===== src/rtl/atm_pkg.sv =====
// Shared types and default constants for the ATM cash-dispense arbiter.
// Optional dispense timeout is enabled by defining DISP_TIMEOUT_EN.
package atm_pkg;

  typedef enum logic [1:0] {
    IDLE,
    DISPENSE,
    DONE,
    REJECT
  } disp_state_t;

  localparam int N_REQ_DEF         = 4;
  localparam int AMT_W_DEF         = 8;
  localparam int CASSETTE_INIT_DEF = 200;
  localparam int TIMEOUT_CYC_DEF   = 64;
  localparam int NOTES_W           = 16;

endpackage


===== src/rtl/rr_arbiter.sv =====
// Combinational round-robin pick: first asserted request at or after ptr.
// The pointer itself is owned by the parent.
module rr_arbiter #(
  parameter int N_REQ = 4,
  parameter int IDX_W = 2
) (
  input  logic [N_REQ-1:0] req,
  input  logic [IDX_W-1:0] ptr,
  output logic [N_REQ-1:0] gnt,
  output logic [IDX_W-1:0] idx,
  output logic             valid
);

  int j;

  always_comb begin
    gnt   = '0;
    idx   = '0;
    valid = 1'b0;
    j     = 0;
    for (int i = 0; i < N_REQ; i++) begin
      j = int'(ptr) + i;
      if (j >= N_REQ) j = j - N_REQ;
      if (!valid && req[j]) begin
        valid  = 1'b1;
        idx    = IDX_W'(j);
        gnt[j] = 1'b1;
      end
    end
  end

endmodule


===== src/rtl/cash_dispense_arbiter.sv =====
// Round-robin owner of the shared note dispenser, one note per req/ack.
// Define DISP_TIMEOUT_EN to abort a stalled dispense with a fault pulse.
module cash_dispense_arbiter
  import atm_pkg::*;
#(
  parameter int N_REQ         = N_REQ_DEF,
  parameter int AMT_W         = AMT_W_DEF,
  parameter int CASSETTE_INIT = CASSETTE_INIT_DEF,
  parameter int TIMEOUT_CYC   = TIMEOUT_CYC_DEF
) (
  input  logic               clk,
  input  logic               rst_n,
  input  logic [N_REQ-1:0]   req,
  input  logic [N_REQ*AMT_W-1:0] req_amount,
  input  logic               reload,
  output logic               note_req,
  input  logic               note_ack,
  output logic [N_REQ-1:0]   grant,
  output logic [N_REQ-1:0]   done,
  output logic [N_REQ-1:0]   reject,
  output logic               fault,
  output logic [NOTES_W-1:0] notes_left,
  output logic               busy
);

  localparam int IDX_W = $clog2(N_REQ);
  localparam logic [NOTES_W-1:0] NOTES_INIT = NOTES_W'(CASSETTE_INIT);
  localparam logic [IDX_W-1:0] LAST_IDX = IDX_W'(N_REQ - 1);

  disp_state_t        state_q, state_d;
  logic [IDX_W-1:0]   rr_ptr_q, rr_ptr_d;
  logic [IDX_W-1:0]   winner_q, winner_d;
  logic [AMT_W-1:0]   remaining_q, remaining_d;
  logic [NOTES_W-1:0] notes_q, notes_d;
  logic [N_REQ-1:0]   grant_q, grant_d;
  logic               rej_wait_q, rej_wait_d;

  logic [N_REQ-1:0]   arb_gnt;
  logic [IDX_W-1:0]   arb_idx;
  logic               arb_valid;
  logic [AMT_W-1:0]   amt_sel;
  logic [IDX_W-1:0]   ptr_next;

  rr_arbiter #(
    .N_REQ (N_REQ),
    .IDX_W (IDX_W)
  ) u_arb (
    .req   (req),
    .ptr   (rr_ptr_q),
    .gnt   (arb_gnt),
    .idx   (arb_idx),
    .valid (arb_valid)
  );

  assign amt_sel  = req_amount[int'(arb_idx)*AMT_W +: AMT_W];
  assign ptr_next = (winner_q == LAST_IDX) ? '0 : winner_q + IDX_W'(1);

`ifdef DISP_TIMEOUT_EN
  localparam logic [15:0] TMO_LAST = 16'(TIMEOUT_CYC - 1);
  logic [15:0] tmo_cnt_q, tmo_cnt_d;
  logic        tmo_q, tmo_d;
`endif

  always_comb begin
    state_d     = state_q;
    rr_ptr_d    = rr_ptr_q;
    winner_d    = winner_q;
    remaining_d = remaining_q;
    notes_d     = notes_q;
    grant_d     = grant_q;
    rej_wait_d  = rej_wait_q;
`ifdef DISP_TIMEOUT_EN
    tmo_cnt_d   = tmo_cnt_q;
    tmo_d       = tmo_q;
`endif
    unique case (state_q)
      IDLE: begin
        if (reload) begin
          notes_d = NOTES_INIT;
        end else if (arb_valid) begin
          winner_d    = arb_idx;
          remaining_d = amt_sel;
          grant_d     = arb_gnt;
          if (amt_sel == '0 ||
              32'(amt_sel) > 32'(notes_q)) begin
            state_d    = REJECT;
            rej_wait_d = 1'b1;
          end else begin
            state_d = DISPENSE;
`ifdef DISP_TIMEOUT_EN
            tmo_cnt_d = '0;
            tmo_d     = 1'b0;
`endif
          end
        end
      end
      DISPENSE: begin
        if (note_ack) begin
          remaining_d = remaining_q - AMT_W'(1);
          notes_d     = notes_q - NOTES_W'(1);
          if (remaining_q == AMT_W'(1)) state_d = DONE;
`ifdef DISP_TIMEOUT_EN
          tmo_cnt_d = '0;
        end else if (tmo_cnt_q == TMO_LAST) begin
          state_d = DONE;
          tmo_d   = 1'b1;
        end else begin
          tmo_cnt_d = tmo_cnt_q + 16'd1;
`endif
        end
      end
      DONE: begin
        grant_d  = '0;
        rr_ptr_d = ptr_next;
        state_d  = IDLE;
`ifdef DISP_TIMEOUT_EN
        tmo_d    = 1'b0;
`endif
      end
      REJECT: begin
        // First cycle holds the grant; the pulse goes out on the second
        if (rej_wait_q) begin
          rej_wait_d = 1'b0;
        end else begin
          grant_d  = '0;
          rr_ptr_d = ptr_next;
          state_d  = IDLE;
        end
      end
      default: state_d = IDLE;
    endcase
  end

  always_ff @(posedge clk or negedge rst_n) begin
    if (!rst_n) begin
      state_q     <= IDLE;
      rr_ptr_q    <= '0;
      winner_q    <= '0;
      remaining_q <= '0;
      notes_q     <= NOTES_INIT;
      grant_q     <= '0;
      rej_wait_q  <= 1'b0;
    end else begin
      state_q     <= state_d;
      rr_ptr_q    <= rr_ptr_d;
      winner_q    <= winner_d;
      remaining_q <= remaining_d;
      notes_q     <= notes_d;
      grant_q     <= grant_d;
      rej_wait_q  <= rej_wait_d;
    end
  end

`ifdef DISP_TIMEOUT_EN
  always_ff @(posedge clk or negedge rst_n) begin
    if (!rst_n) begin
      tmo_cnt_q <= '0;
      tmo_q     <= 1'b0;
    end else begin
      tmo_cnt_q <= tmo_cnt_d;
      tmo_q     <= tmo_d;
    end
  end

  assign fault = (state_q == DONE) && tmo_q;
`else
  assign fault = 1'b0;
`endif

  assign note_req   = (state_q == DISPENSE);
  assign grant      = grant_q;
  assign done       = (state_q == DONE) ? grant_q : '0;
  assign reject     = (state_q == REJECT && !rej_wait_q) ? grant_q : '0;
  assign notes_left = notes_q;
  assign busy       = (state_q != IDLE);

endmodule


===== config.mk =====
export PLATFORM = sky130hd
export DESIGN_NAME = cash_dispense_arbiter
export DESIGN_NICKNAME = d
export VERILOG_FILES = /design/src/rtl/atm_pkg.sv /design/src/rtl/rr_arbiter.sv /design/src/rtl/cash_dispense_arbiter.sv
export SDC_FILE = /design/constraint.sdc
export NUM_CORES = 1
export LEC_CHECK = 0
export CAP_MARGIN = 15
export CORE_MARGIN = 2
export CORE_UTILIZATION = 44
export DETAILED_ROUTE_END_ITERATION = 12
export GPL_ROUTABILITY_DRIVEN = 0
export PLACE_DENSITY = 0.77
export SLEW_MARGIN = 5
export SYNTH_ARGS = -nofsm -noshare
export SYNTH_HDL_FRONTEND = slang
export SYNTH_SLANG_ARGS = --single-unit

===== constraint.sdc =====
create_clock -name clk -period 3.9 [get_ports clk]
set_input_delay 0.78 -clock clk [delete_from_list [all_inputs] [get_ports clk]]
set_output_delay 0.78 -clock clk [all_outputs]
set_load 0.02 [all_outputs]

==> Word-level counts from Yosys, hierarchy flattened <==
Index checks and enable logic that the tools add are counted.
{ "op_classes": {"add_sub_neg": 10, "n_mul": 0, "n_div": 0, "n_lt_le_gt_ge": 13, "eq_ne": 12, "shifts": 1, "n_mux": 63, "bitwise": 4, "reduce_logical": 27} }
{ "op_table": {"columns": ["operator", "count"], "rows": [
  ["$ge 32x1->1 const B", 4],
  ["$lt 32x4->1 const B", 4],
  ["$mux 32", 4],
  ["$ge 32x4->1 const B", 3],
  ["$sub 32x4->32 const B", 3],
  ["$mux 4", 9],
  ["$mux 16", 2],
  ["$pmux 16 s2", 1],
  ["$shiftx 32x6->8", 1],
  ["$mux 2", 12],
  ["$mux 8", 3],
  ["$mux 1", 19],
  ["$gt 8x16->1", 1],
  ["$pmux 8 s2", 1],
  ["$sub 16x1->16 const B", 1],
  ["$or 4x4->4", 3],
  ["$pmux 4 s3", 1],
  ["$reduce_and 4->1", 3],
  ["$ne 2x2->1 const B", 5],
  ["$bmux 1 s2", 4],
  ["$demux 1 s2", 4],
  ["$eq 8x1->1 const B", 1],
  ["$logic_and 1x1->1", 8],
  ["$logic_not 8->1", 1],
  ["other kinds (21)", 32]
]} }
{ "word_totals": {"ff_bits": 35, "latch_bits": 0, "ramBits": 0, "rom_bits": 0, "input_bits": 40, "out_inout_bits": 31, "word_cells": 137, "memories": 0} }

==> Logic depth before layout (Yosys ltp) <==
Gate-level depths: netlist (run 1).
{ "depth": {"word_depth": 22, "depth_mapped": 18, "ltp_nobuf": 17} }

==> By module <==
From an unflattened synthesis (run 1), not the netlist that was laid out.
{ "hier_totals": {"hier_cells": 296, "area_unflattened_um2": 2752.6} }
{ "by_module_without_submodules": {"columns": ["mod", "n_inst", "cells_per_inst", "area_each_um2", "seq_area_each_um2"], "rows": [
  ["cash_dispense_arbiter", 1, 248, 2292.2, 879.6],
  ["rr_arbiter", 1, 48, 460.4, 0.0]
]} }

==> Worst setup path before layout (run 1) <==
No wires, ideal clock.
{ "synth_path": {"path_type": "flip-flop to flip-flop", "startpoint": "register rr_ptr_q[0]", "endpoint": "register rej_wait_q", "setup_ns": 0.124, "arrival_ns": 4.157, "required_time_ns": 3.776, "slack_ns": -0.381, "stages_incl_launch_ff": 18, "path_buffers": 1, "period_less_slack_ns": 4.281, "path_cell_list": "dfrtp_1 > buf_6 > inv_1 > ha_1 > mux4_2 > nor2b_4 > o21ai_4 > o21ai_4 > mux4_1 > ha_1 > nor2b_1 > o21a_1 > o21a_1 > o21ai_0 > a21oi_1 > o311a_1 > a211oi_1 > nor2_1"} }
{ "synth_between": {"elab_chain_len": 20, "elab_cells_between_ends": 48, "cone_classes": "add/sub: 7; order compare: 5; eq/ne: 2; shift: 1; mux: 24; reduce/logical: 9"} }
{ "synth_rtl": {"columns": ["element", "line_no", "rtl"], "rows": [
  ["start: declaration", "cash_dispense_arbiter.sv:31", "logic [IDX_W-1:0] rr_ptr_q, rr_ptr_d;"],
  ["start signal: assignment", "cash_dispense_arbiter.sv:145", "rr_ptr_q <= rr_ptr_d;"],
  ["parallel branches: the longest is 19 deep, another holds $sub 32x4->32", null, null],
  ["$reduce_and 4->1 (no line) *", null, null],
  ["end signal: assignment", "cash_dispense_arbiter.sv:150", "rej_wait_q <= rej_wait_d;"],
  ["end: declaration", "cash_dispense_arbiter.sv:36", "logic rej_wait_q, rej_wait_d;"]
]} }
Every way passes the cells marked *. The select of a mux whose other input is x is not followed.
A chain may end at the register's enable or synchronous reset.

==> Final worst setup path (run 1) <==
{ "layout_path": {"startpoint": "input req[3]", "endpoint": "register state_q[1]"} }
{ "layout_between": {"elab_chain_len": 20, "elab_cells_between_ends": 36, "cone_classes": "order compare: 1; eq/ne: 1; shift: 1; mux: 24; reduce/logical: 9"} }
{ "layout_rtl": {"columns": ["element", "line_no", "rtl"], "rows": [
  ["start: declaration", "cash_dispense_arbiter.sv:13", "input logic [N_REQ-1:0] req,"],
  ["$bmux 1 s2", "rr_arbiter.sv:24", "if (!valid && req[j]) begin"],
  ["$mux 1 (not written as such) (2 in a row)", "rr_arbiter.sv:24", null],
  ["$mux 1", "rr_arbiter.sv:24", null],
  ["$logic_not 1->1", "rr_arbiter.sv:24", null],
  ["$logic_and 1x1->1", "rr_arbiter.sv:24", null],
  ["$mux 1", "rr_arbiter.sv:24", null],
  ["$logic_not 1->1", "rr_arbiter.sv:24", null],
  ["$logic_and 1x1->1", "rr_arbiter.sv:24", null],
  ["[... 3 more ...]", null, null],
  ["$mux 2", "rr_arbiter.sv:24", null],
  ["$shiftx 32x6->8", "cash_dispense_arbiter.sv:55", "assign amt_sel = req_amount[int'(arb_idx)*AMT_W +: AMT_W];"],
  ["$gt 8x16->1 or $logic_not 8->1 (tied branches)", "cash_dispense_arbiter.sv:85, cash_dispense_arbiter.sv:84", null],
  ["$logic_or 1x1->1", "cash_dispense_arbiter.sv:84", "if (amt_sel == '0 ||"],
  ["$mux 2", "cash_dispense_arbiter.sv:84", null],
  ["$mux 2", "cash_dispense_arbiter.sv:80", "end else if (arb_valid) begin"],
  ["$mux 2", "cash_dispense_arbiter.sv:78", "if (reload) begin"],
  ["$pmux 2 s4", "cash_dispense_arbiter.sv:76", "unique case (state_q)"],
  ["end signal: assignment", "cash_dispense_arbiter.sv:144", "state_q <= state_d;"],
  ["end: declaration", "cash_dispense_arbiter.sv:30", "disp_state_t state_q, state_d;"]
]} }
Parallel ways exist; a longest one is shown, timed or not. The select of a mux whose other input is x is not followed.

==> impl_metrics.csv, run 1 <==
group,metric,value,unit
outcome,outcome,"finished clean",
place,dpl-instance-area,3570,um^2
synth,synth_cell_types,46,
sta,setup_violations,0,
power,p_sw,1.30,mW
floorplanning,rows,28,
finish,diodes,0,
global_routing,grt_antenna_before_repair,0,
global_routing,grt_pass1_vias,2336,
clocking,path_clk_slew,0.07,ns
place,hpwlAfterDp,5.24,mm
worst_hold_path,hp-class,"flip-flop to flip-flop",
routing,totalWireLength,6.69,mm
sta,finalHoldViolCount,0,
floorplanning,die_y,81.2,um
synth,synthCells,284,
floorplanning,io-pin-count,71,
finish,fin_util,63.6,%
global_routing,grt_util_all_layers,21.0,%
worst_hold_path,hold_depth,2,
routing,vias,2472,
sta,slew_viol_final,0,
synth,synth_edf_count,0,
routing,postRouteAntennaNets,0,
synth,yosys.area.top_type,"dfrtp_1",
routing,remaining_drc_errors,0,
power,vdd_drop_max,0.398,mV
sta,finalCriticalPeriod,3.80,ns
sta,clock.fmax,263,MHz
critical_path,critical_path_class,"input port to flip-flop",
sta,period_share,97.4,%
clocking,cts_buffer_depth,2,
routing,viasPerCell,5.40,
synth,postSynthNetCount,341,
finish,drive_gt1_share,17.5,%
place,post-place-ws,-0.450,ns
critical_path,r2r_cells,16,
floorplanning,core,5850,um^2
routing,drt_iter0_drc,166,
synth,yosysSeqAreaShare,33.5,%
sta,finClkSkew,0.0109,ns
synth,synth.area.top_cells,"dfrtp_1 31%, ha_1 8.1%, mux4_2 7.7%, nor2_1 5.0%, nand2_1 3.7%",
clocking,cts_tree,"built",
power,seqPwrFrac,21.4,%
clocking,cts_buffers,5,
synth,avgSynthCellArea,9.23,um^2
floorplanning,start_util,44.8,%
critical_path,cp-start-kind,"input port",
synth,synth_most_common_cell,"nor2_1",
power,clock_power_share,8.9,%
clocking,cts.htree.levels,2,
sta,relSlewSlack,36.2,%
power,power.total,2.94,mW
synth,synth_area,2620,um^2
power,power_density,790,nW/um^2
global_routing,overflow,0,
sta,setup_ws,0.102,ns
critical_path,end_kind,"flip-flop",
finish,fillCellCount,502,
synth,synth_top_area_share,30.5,%
clocking,cts_sinks,35,
routing,routedWlPerCell,14.6,um
critical_path,critPathRequiredTime,4.06,ns
synth,ys_ff_latch,35,
power,comb_power_share,69.7,%
sta,tightest_slew,0.951,ns
job,cap_violations,0,
clocking,root_buffer,"clkbuf_8",
critical_path,cp_max_fo,4,
synth,synthArstFlopShare,100,%
clocking,insertion_delay,0.29,ns
global_routing,grt_max_degree,36,
power,p_int,1.64,mW
sta,holdWs,0.497,ns
clocking,ctsHoldBuffers,0,
power,cellLeakagePower,1.59,nW
floorplanning,die-area,6590,um^2
power,switching_share,44.1,%
critical_path,critPathArrivalTime,3.96,ns
global_routing,grt_pass1_wl,10.8,mm
routing,dr.pass1.iters,4,
synth,ys.flop_type,"dfrtp_1",
finish,post-route-cell-area,3720,um^2
finish,seqCellArea,881,um^2
finish,multiInputGateArea,1670,um^2
finish,nets,439,
place,numPortBuffers,69,
floorplanning,die_w,81.2,um
synth,yosysWarnings,0,
synth,synth.top_cells.by_count,"35 x nor2_1, 32 x dfrtp_1, 26 x nand2_1",
finish,areaGrowthSynthToFinish,41.9,%
[flip-flops by register name (all words and copies together), names as in the netlist]
| signal | count |
|---|---|
| grant | 4 |
| remaining_q | 8 |
| state_q | 2 |
| rej_wait_q | 1 |
| notes_left | 16 |
| rr_ptr_q | 2 |
| winner_q | 2 |
[worst paths after layout]
path / from / end / slack (ns)
max: req[3] / state_q[1] / 0.10
min: winner_q[1] / winner_q[1] / 0.50
max reg2reg: rr_ptr_q[0] / state_q[1] / 0.13
min reg2reg: winner_q[1] / winner_q[1] / 0.50
max in group asynchronous: rst_n / rr_ptr_q[1] / 2.64
min in group asynchronous: rst_n / notes_left[11] / 0.89
[worst max-delay path: stages]
cell,delay [ns]
dlygate4sd2_1,0.27
mux4_2,0.50
o21ba_4,0.24
o21ai_4,0.19
mux4_2,0.57
ha_4,0.24
nor2b_1,0.12
o21a_1,0.16
o21a_1,0.17
o21ai_1,0.11
a21oi_1,0.08
o311a_1,0.32
a21oi_1,0.13
o22ai_1,0.08
[area by class of cell]
| cell class | count | share of cell area [%] |
|---|---|---|
| multi-input cells | 222 | 44.8 |
| well taps | 75 | 2.52 |
| inverters | 18 | 1.88 |
| clock inverters | 2 | 0.336 |
| clock buffers | 6 | 1.95 |
| repair buffers | 100 | 24.9 |
| flip-flops and latches | 35 | 23.7 |
[cell usage in the layout (no fill, tap or decap), drive strengths merged, types with 10 or more instances in the layout]
master	netlist	final
a21oi	11	11
ha	17	17
o21ai	29	29
clkdlybuf4s50	0	65
and2	10	10
buf	3	31
dfrtp	32	32
mux4	11	11
nand2	26	26
nor2	35	35
inv	18	18
[metrics by stage]
step | std cells | setup TNS, ns
finish | 458 | 0
global route | 458 | -0.00109
CTS | 453 | 0
detailed placement | 444 | -0.871
global placement | 444 | -0.756
floorplan | 284 | -0.0578
[logic make-up after synthesis]
group                    Yosys count  share of synthesized area (%)
multiplexers                      17                           12.2
flip-flops                        35                           33.5
XOR/XNOR                          13                           4.34
adder cells (fa/ha/maj)           17                           8.11
AO/OA/AOI/OAI                     65                           16.2
other                              1                          0.143
buffers and inverters             27                           4.44
AND/OR/NAND/NOR                  109                           21.1
[power groups by stage]
stage | registers (mW) | logic [mW] | clock network, mW
floorplan | 0.652 | 1.24 | 0
global placement | 0.625 | 1.86 | 0
detailed placement | 0.627 | 1.93 | 0
CTS | 0.624 | 1.97 | 0.266
global route | 0.645 | 2.25 | 0.278
finish | 0.628 | 2.05 | 0.262
[layer usage]
layer / global-route usage [%] / part of all wire (%)
met5: 0 / 0
met4: 6.27 / 1.8
met3: 3.11 / 4.3
met2: 34.8 / 52
met1: 28.3 / 42
[what timing repair did]
item | CTS | global route
resized for setup | 8 | 6
pin swaps | 5 | 4
buffers inserted | 1 | 5
endpoints found under the hold margin | 0 | 0
endpoints found under the setup margin | 2 | 2
(Power assumes the default switching activity.)
==> inputs of run 2 (changes only) <==
CORE_UTILIZATION = 49   (was 44)
CTS_BUF_LIST = sky130_fd_sc_hd__clkbuf_16   (was default)
GPL_TIMING_DRIVEN = 0   (was default)
PLACE_DENSITY = 0.81   (was 0.77)
clock period = 4 ns   (was 3.9 ns; I/O delays follow)
==> run 2 against run 1 <==
- via count increased by 0.20%
- highest routed layer unchanged
- critical path type unchanged
- critical path depth increased by 3
- count of clock-buffer cells in the layout decreased by 1
- largest power group unchanged
==> impl_metrics.csv, run 2 (same netlist as run 1, synthesis figures left out) <==
group,metric,value,unit
floorplanning,die_y,77.2,um
outcome,outcome,"finished clean",
floorplanning,io-pin-count,71,
clocking,cts_sinks,35,
routing,vias,2477,
sta,finClkSkew,0.00402,ns
sta,rsz0062_at_grt,"true",
floorplanning,start_util,51.0,%
critical_path,end_kind,"flip-flop",
routing,remaining_drc_errors,0,
clocking,root_buffer,"clkbuf_16",
critical_path,cp_slowest_cell,"mux4_2",
finish,largest_register_ffs,16,
global_routing,grt_pass1_wl,11.3,mm
sta,setup_violations,0,
clocking,cts_tree,"built",
sta,finalCriticalPeriod,3.91,ns
finish,final_cell_mix,"64 x clkdlybuf4s50_1, 35 x nor2_1, 31 x dfrtp_1",
global_routing,use_met3,4.47,%
global_routing,met1_usage,28.3,%
finish,nets,436,
critical_path,crit_buf_inv,3,
routing,postRouteAntennaNets,0,
critical_path,critPathRequiredTime,4.15,ns
power,power_density,799,nW/um^2
global_routing,grt_antenna_before_repair,0,
global_routing,use_met2,41.6,%
routing,viasPerCell,5.50,
routing,dr.pass1.iters,6,
clocking,ctsHoldBuffers,0,
critical_path,cp-start-kind,"input port",
global_routing,grt_max_degree,36,
finish,areaGrowthSynthToFinish,43.4,%
critical_path,crit_chain,"dlygate4sd2_1 > mux4_2 > buf_8 > nor3_4 > nand3b_1 > o21ai_4 > mux4_2 > inv_2 > ha_4 > nor2b_4 > o21a_1 > o21a_1 > o21ai_1 > a21oi_1 > o311a_1 > a21oi_2 > o22ai_1",
clocking,cts_buffers,5,
critical_path,critPathArrivalTime,4.06,ns
power,power.total,3.00,mW
floorplanning,die_w,77.2,um
sta,setup_ws,0.0904,ns
worst_hold_path,hp-class,"flip-flop to flip-flop",
critical_path,critical_path_class,"input port to flip-flop",
sta,period_share,97.7,%
finish,drive_gt1_share,16.6,%
clocking,path_clk_slew,0.05,ns
routing,routedWlPerCell,14.9,um
place,numPortBuffers,69,
clocking,insertion_delay,0.28,ns
global_routing,grt_pass1_vias,2494,
sta,clock.fmax,256,MHz
job,cap_violations,0,
finish,final_common_cell,"clkdlybuf4s50_1",
global_routing,overflow,0,
routing,totalWireLength,6.70,mm
sta,tightest_slew,1.06,ns
critical_path,slowest_delay,0.57,ns
sta,finalHoldViolCount,0,
place,hpwlAfterDp,4.90,mm
clocking,cts_buffer_depth,2,
critical_path,critPathTopFamily,"compound AO/OA/AOI/OAI gates",
sta,relSlewSlack,28.7,%
global_routing,grt_busiest_layer,"met2",
floorplanning,die-area,5950,um^2
sta,slew_viol_final,0,
power,cellLeakagePower,1.60,nW
clocking,cts.htree.levels,2,
sta,holdWs,0.518,ns
global_routing,grt_util_all_layers,23.5,%
finish,diodes,0,
routing,drt_iter0_drc,100,
finish,fillCellCount,419,
place,post-place-ws,-0.798,ns
critical_path,cp_max_fo,6,
floorplanning,core,5140,um^2
power,vdd_drop_max,0.458,mV
floorplanning,rows,26,
==> run 2: cell count changes in the layout (fill, tap and decap cells not counted), moves of 2 or more <==
cell	delta
clkbuf_2	+2
clkbuf_1	+5
dlygate4sd2_1	-2
clkbuf_16	+5
buf_4	-11
inv_1	+2
clkbuf_8	-5
==> run 2: final timing paths <==
check | start | end | slack [ns] | cells after the start
setup / recovery | req[3] | state_q[1] | 0.09 | 17
hold / removal | winner_q[1] | winner_q[1] | 0.52 | 2
setup reg to reg | rr_ptr_q[0] | state_q[1] | 0.10 | 17
hold reg to reg | winner_q[1] | winner_q[1] | 0.52 | 2
max in group asynchronous | rst_n | rr_ptr_q[1] | 2.85 | 1
min in group asynchronous | rst_n | notes_left[12] | 0.60 | 1
==> run 2: area by class of cell <==
cell class                 count  area [um^2]  share of cell area [%]
buffer                         9         56.3                    1.50
clock buffer                   5          125                    3.33
clock inverter                 3         12.5                   0.333
inverter                      18         75.1                    2.00
multi-input combinational    222         1690                    45.0
sequential                    35          881                    23.4
tap                           70         87.6                    2.33
timing repair buffer          88          832                    22.1
==> run 2: per-layer routing <==
| layer | up-vias | share of wire (%) | wire length [um] |
|---|---|---|---|
| met5 | - | 0 | 0 |
| met4 | 0 | 2.1 | 139 |
| met3 | 14 | 4.6 | 305 |
| met2 | 99 | 51 | 3410 |
| met1 | 1157 | 42 | 2840 |
| li1 | 1207 | - | - |
==> run 2: power by group <==
group          leakage, nW  internal (mW)  switching, mW
Combinational         1.08          0.989           1.05
Sequential           0.450          0.485          0.113
Clock               0.0762          0.225          0.141
==> run 2: what timing repair did <==
item / in CTS / in global routing
pin swaps: 5 / 1
setup endpoints to repair: 2 / 2
resized for setup: 8 / 20
buffers inserted: 15 / 4
==> run 2: per-stage QoR <==
| stage | TNS [ns] | utilization (%) | area [um^2] | instances |
|---|---|---|---|---|
| after CTS | 0 | 71.7 | 3680 | 446 |
| after floorplan | 0 | - | 2650 | 284 |
| after detailed placement | -1.54 | 66.5 | 3420 | 423 |
| after global routing | -0.0899 | 73.2 | 3760 | 450 |
| after global placement | -1.38 | 66.6 | 3420 | 423 |
| final | 0 | 73.2 | 3760 | 450 |
==> run 2: worst min-delay path, delay by kind of cell, from the launching register on <==
family | cells | cell delay [ns]
flops | 1 | 0.35
simple gates | 2 | 0.13
==> inputs of run 3 (changes only) <==
CORE_UTILIZATION = 40   (was 49)
PLACE_DENSITY = 0.68   (was 0.81)
==> run 3 against run 2 <==
- worst setup slack got worse by 0.058 ns
- largest cell class unchanged
- core utilization is 13 points lower
- final area grew 0.93%
- sequential power about the same
- clock power is 3% higher
==> impl_metrics.csv, run 3 (same netlist as run 1, synthesis figures left out) <==
group,metric,value,unit
power,vdd_drop_max,0.424,mV
critical_path,crit_buf_inv,3,
clocking,path_clk_slew,0.06,ns
sta,tightest_slew,1.01,ns
clocking,cts.htree.levels,2,
floorplanning,die_y,85.0,um
clocking,cts_buffer_depth,2,
finish,nets,438,
routing,viasPerCell,5.29,
finish,diodes,0,
sta,finalHoldViolCount,0,
power,power_density,802,nW/um^2
finish,final_cell_mix,"64 x clkdlybuf4s50_1, 35 x nor2_1, 31 x dfrtp_1",
clocking,cts_buffers,5,
finish,fin_cells,459,
finish,largest_register_ffs,16,
global_routing,grt_antenna_before_repair,0,
sta,relSlewSlack,32.0,%
sta,setup_violations,0,
critical_path,cp_max_fo,5,
global_routing,grt_busiest_layer,"met2",
critical_path,critical_path_class,"flip-flop to flip-flop",
place,numPortBuffers,69,
clocking,cts_tree,"built",
sta,period_share,99.2,%
floorplanning,core,6350,um^2
floorplanning,die_w,85.0,um
global_routing,use_met3,3.02,%
global_routing,overflow,0,
global_routing,met1_usage,23.9,%
routing,vias,2427,
global_routing,grt_max_degree,36,
routing,drt_iter0_drc,90,
critical_path,critPathTopFamily,"compound AO/OA/AOI/OAI gates",
critical_path,cp_slowest_cell,"mux4_2",
critical_path,end_kind,"flip-flop",
global_routing,use_met2,34.4,%
clocking,insertion_delay,0.28,ns
worst_hold_path,hp-class,"flip-flop to flip-flop",
routing,remaining_drc_errors,0,
global_routing,grt_util_all_layers,18.9,%
clocking,ctsHoldBuffers,0,
clocking,cts_sinks,35,
routing,dr.pass1.iters,4,
critical_path,critPathRequiredTime,4.17,ns
critical_path,cp-start-kind,"flip-flop",
sta,rsz0062_at_grt,"true",
finish,final_common_cell,"clkdlybuf4s50_1",
place,hpwlAfterDp,4.93,mm
finish,drive_gt1_share,16.2,%
floorplanning,start_util,41.3,%
routing,postRouteAntennaNets,0,
finish,areaGrowthSynthToFinish,44.7,%
global_routing,grt_pass1_vias,2372,
global_routing,grt_pass1_wl,11.1,mm
critical_path,critPathArrivalTime,4.13,ns
floorplanning,die-area,7220,um^2
floorplanning,rows,29,
floorplanning,io-pin-count,71,
critical_path,crit_chain,"buf_6 > inv_8 > ha_4 > mux4_2 > buf_6 > nor2b_4 > o21ai_4 > o21ai_4 > mux4_2 > ha_4 > nor2b_4 > o21a_1 > o21a_1 > o21ai_1 > a21oi_1 > o311a_1 > a211oi_2 > nor2_1",
power,cellLeakagePower,1.61,nW
sta,finClkSkew,0.00840,ns
sta,clock.fmax,252,MHz
sta,fin_setup_tns,0,ns
routing,totalWireLength,6.66,mm
sta,finalCriticalPeriod,3.97,ns
routing,routedWlPerCell,14.5,um
sta,slew_viol_final,0,
place,dp_cells,430,
critical_path,slowest_delay,0.59,ns
clocking,root_buffer,"clkbuf_16",
job,cap_violations,0,
outcome,outcome,"finished clean",
[run 3: final cells by class]
type,count,area (um^2)
Buffer,9,56.3
Clock buffer,5,125
Clock inverter,3,15.0
Fill cell,543,2550
Inverter,18,75.1
Multi-Input combinational cell,222,1690
Sequential cell,35,881
Tap cell,77,96.3
Timing Repair Buffer,90,856
[run 3: power breakdown]
group | switching [mW] | internal (mW) | leakage (nW) | total (mW)
sequential | 0.112 | 0.485 | 0.450 | 0.597
combinational | 1.05 | 1.02 | 1.09 | 2.07
clock | 0.150 | 0.226 | 0.0649 | 0.377
[run 3: path summary, 6_finish.rpt]
check	startpoint	end	slack, ns	depth (start not counted)
worst max-delay path	rr_ptr_q[0]	rej_wait_q	0.03	18
worst min-delay path	winner_q[1]	winner_q[1]	0.50	2
worst max register to register	rr_ptr_q[0]	rej_wait_q	0.03	18
worst min register to register	winner_q[1]	winner_q[1]	0.50	2
max in group asynchronous	rst_n	rr_ptr_q[1]	2.84	1
min in group asynchronous	rst_n	notes_left[15]	0.60	1
[run 3: repair_timing]
action,CTS,global route
resized for setup,10,14
endpoints found under the setup margin,2,2
buffers inserted,17,4
pin swaps,4,1
gates cloned,0,0
[run 3: per-layer routing]
layer | wire length [um] | up-vias
met4 | 43 | 0
met5 | 0 | -
met2 | 3480 | 62
li1 | - | 1206
met1 | 2850 | 1154
met3 | 285 | 5
[run 3: worst register-to-register path: stages, from the launching register on]
cell and delay (ns):
dfrtp_1 0.38, buf_6 0.14, inv_8 0.04, ha_4 0.28
mux4_2 0.54, buf_6 0.15, nor2b_4 0.13, o21ai_4 0.07
o21ai_4 0.10, mux4_2 0.59, ha_4 0.24, nor2b_4 0.12
o21a_1 0.15, o21a_1 0.17, o21ai_1 0.12, a21oi_1 0.08
o311a_1 0.33, a211oi_2 0.16, nor2_1 0.08
[run 3: metrics by stage]
stage	util [%]	hold WS (ns)	cell area [um^2]	setup WS, ns	power (mW)
floorplan	-	0.450	2650	0.00130	1.84
global placement	54.1	0.473	3430	-0.759	2.27
detailed placement	54.0	0.492	3430	-0.814	2.32
CTS	58.7	0.504	3730	0.00667	2.94
global route	59.8	0.541	3790	-0.0463	3.28
finish	59.8	0.503	3790	0.0322	3.04
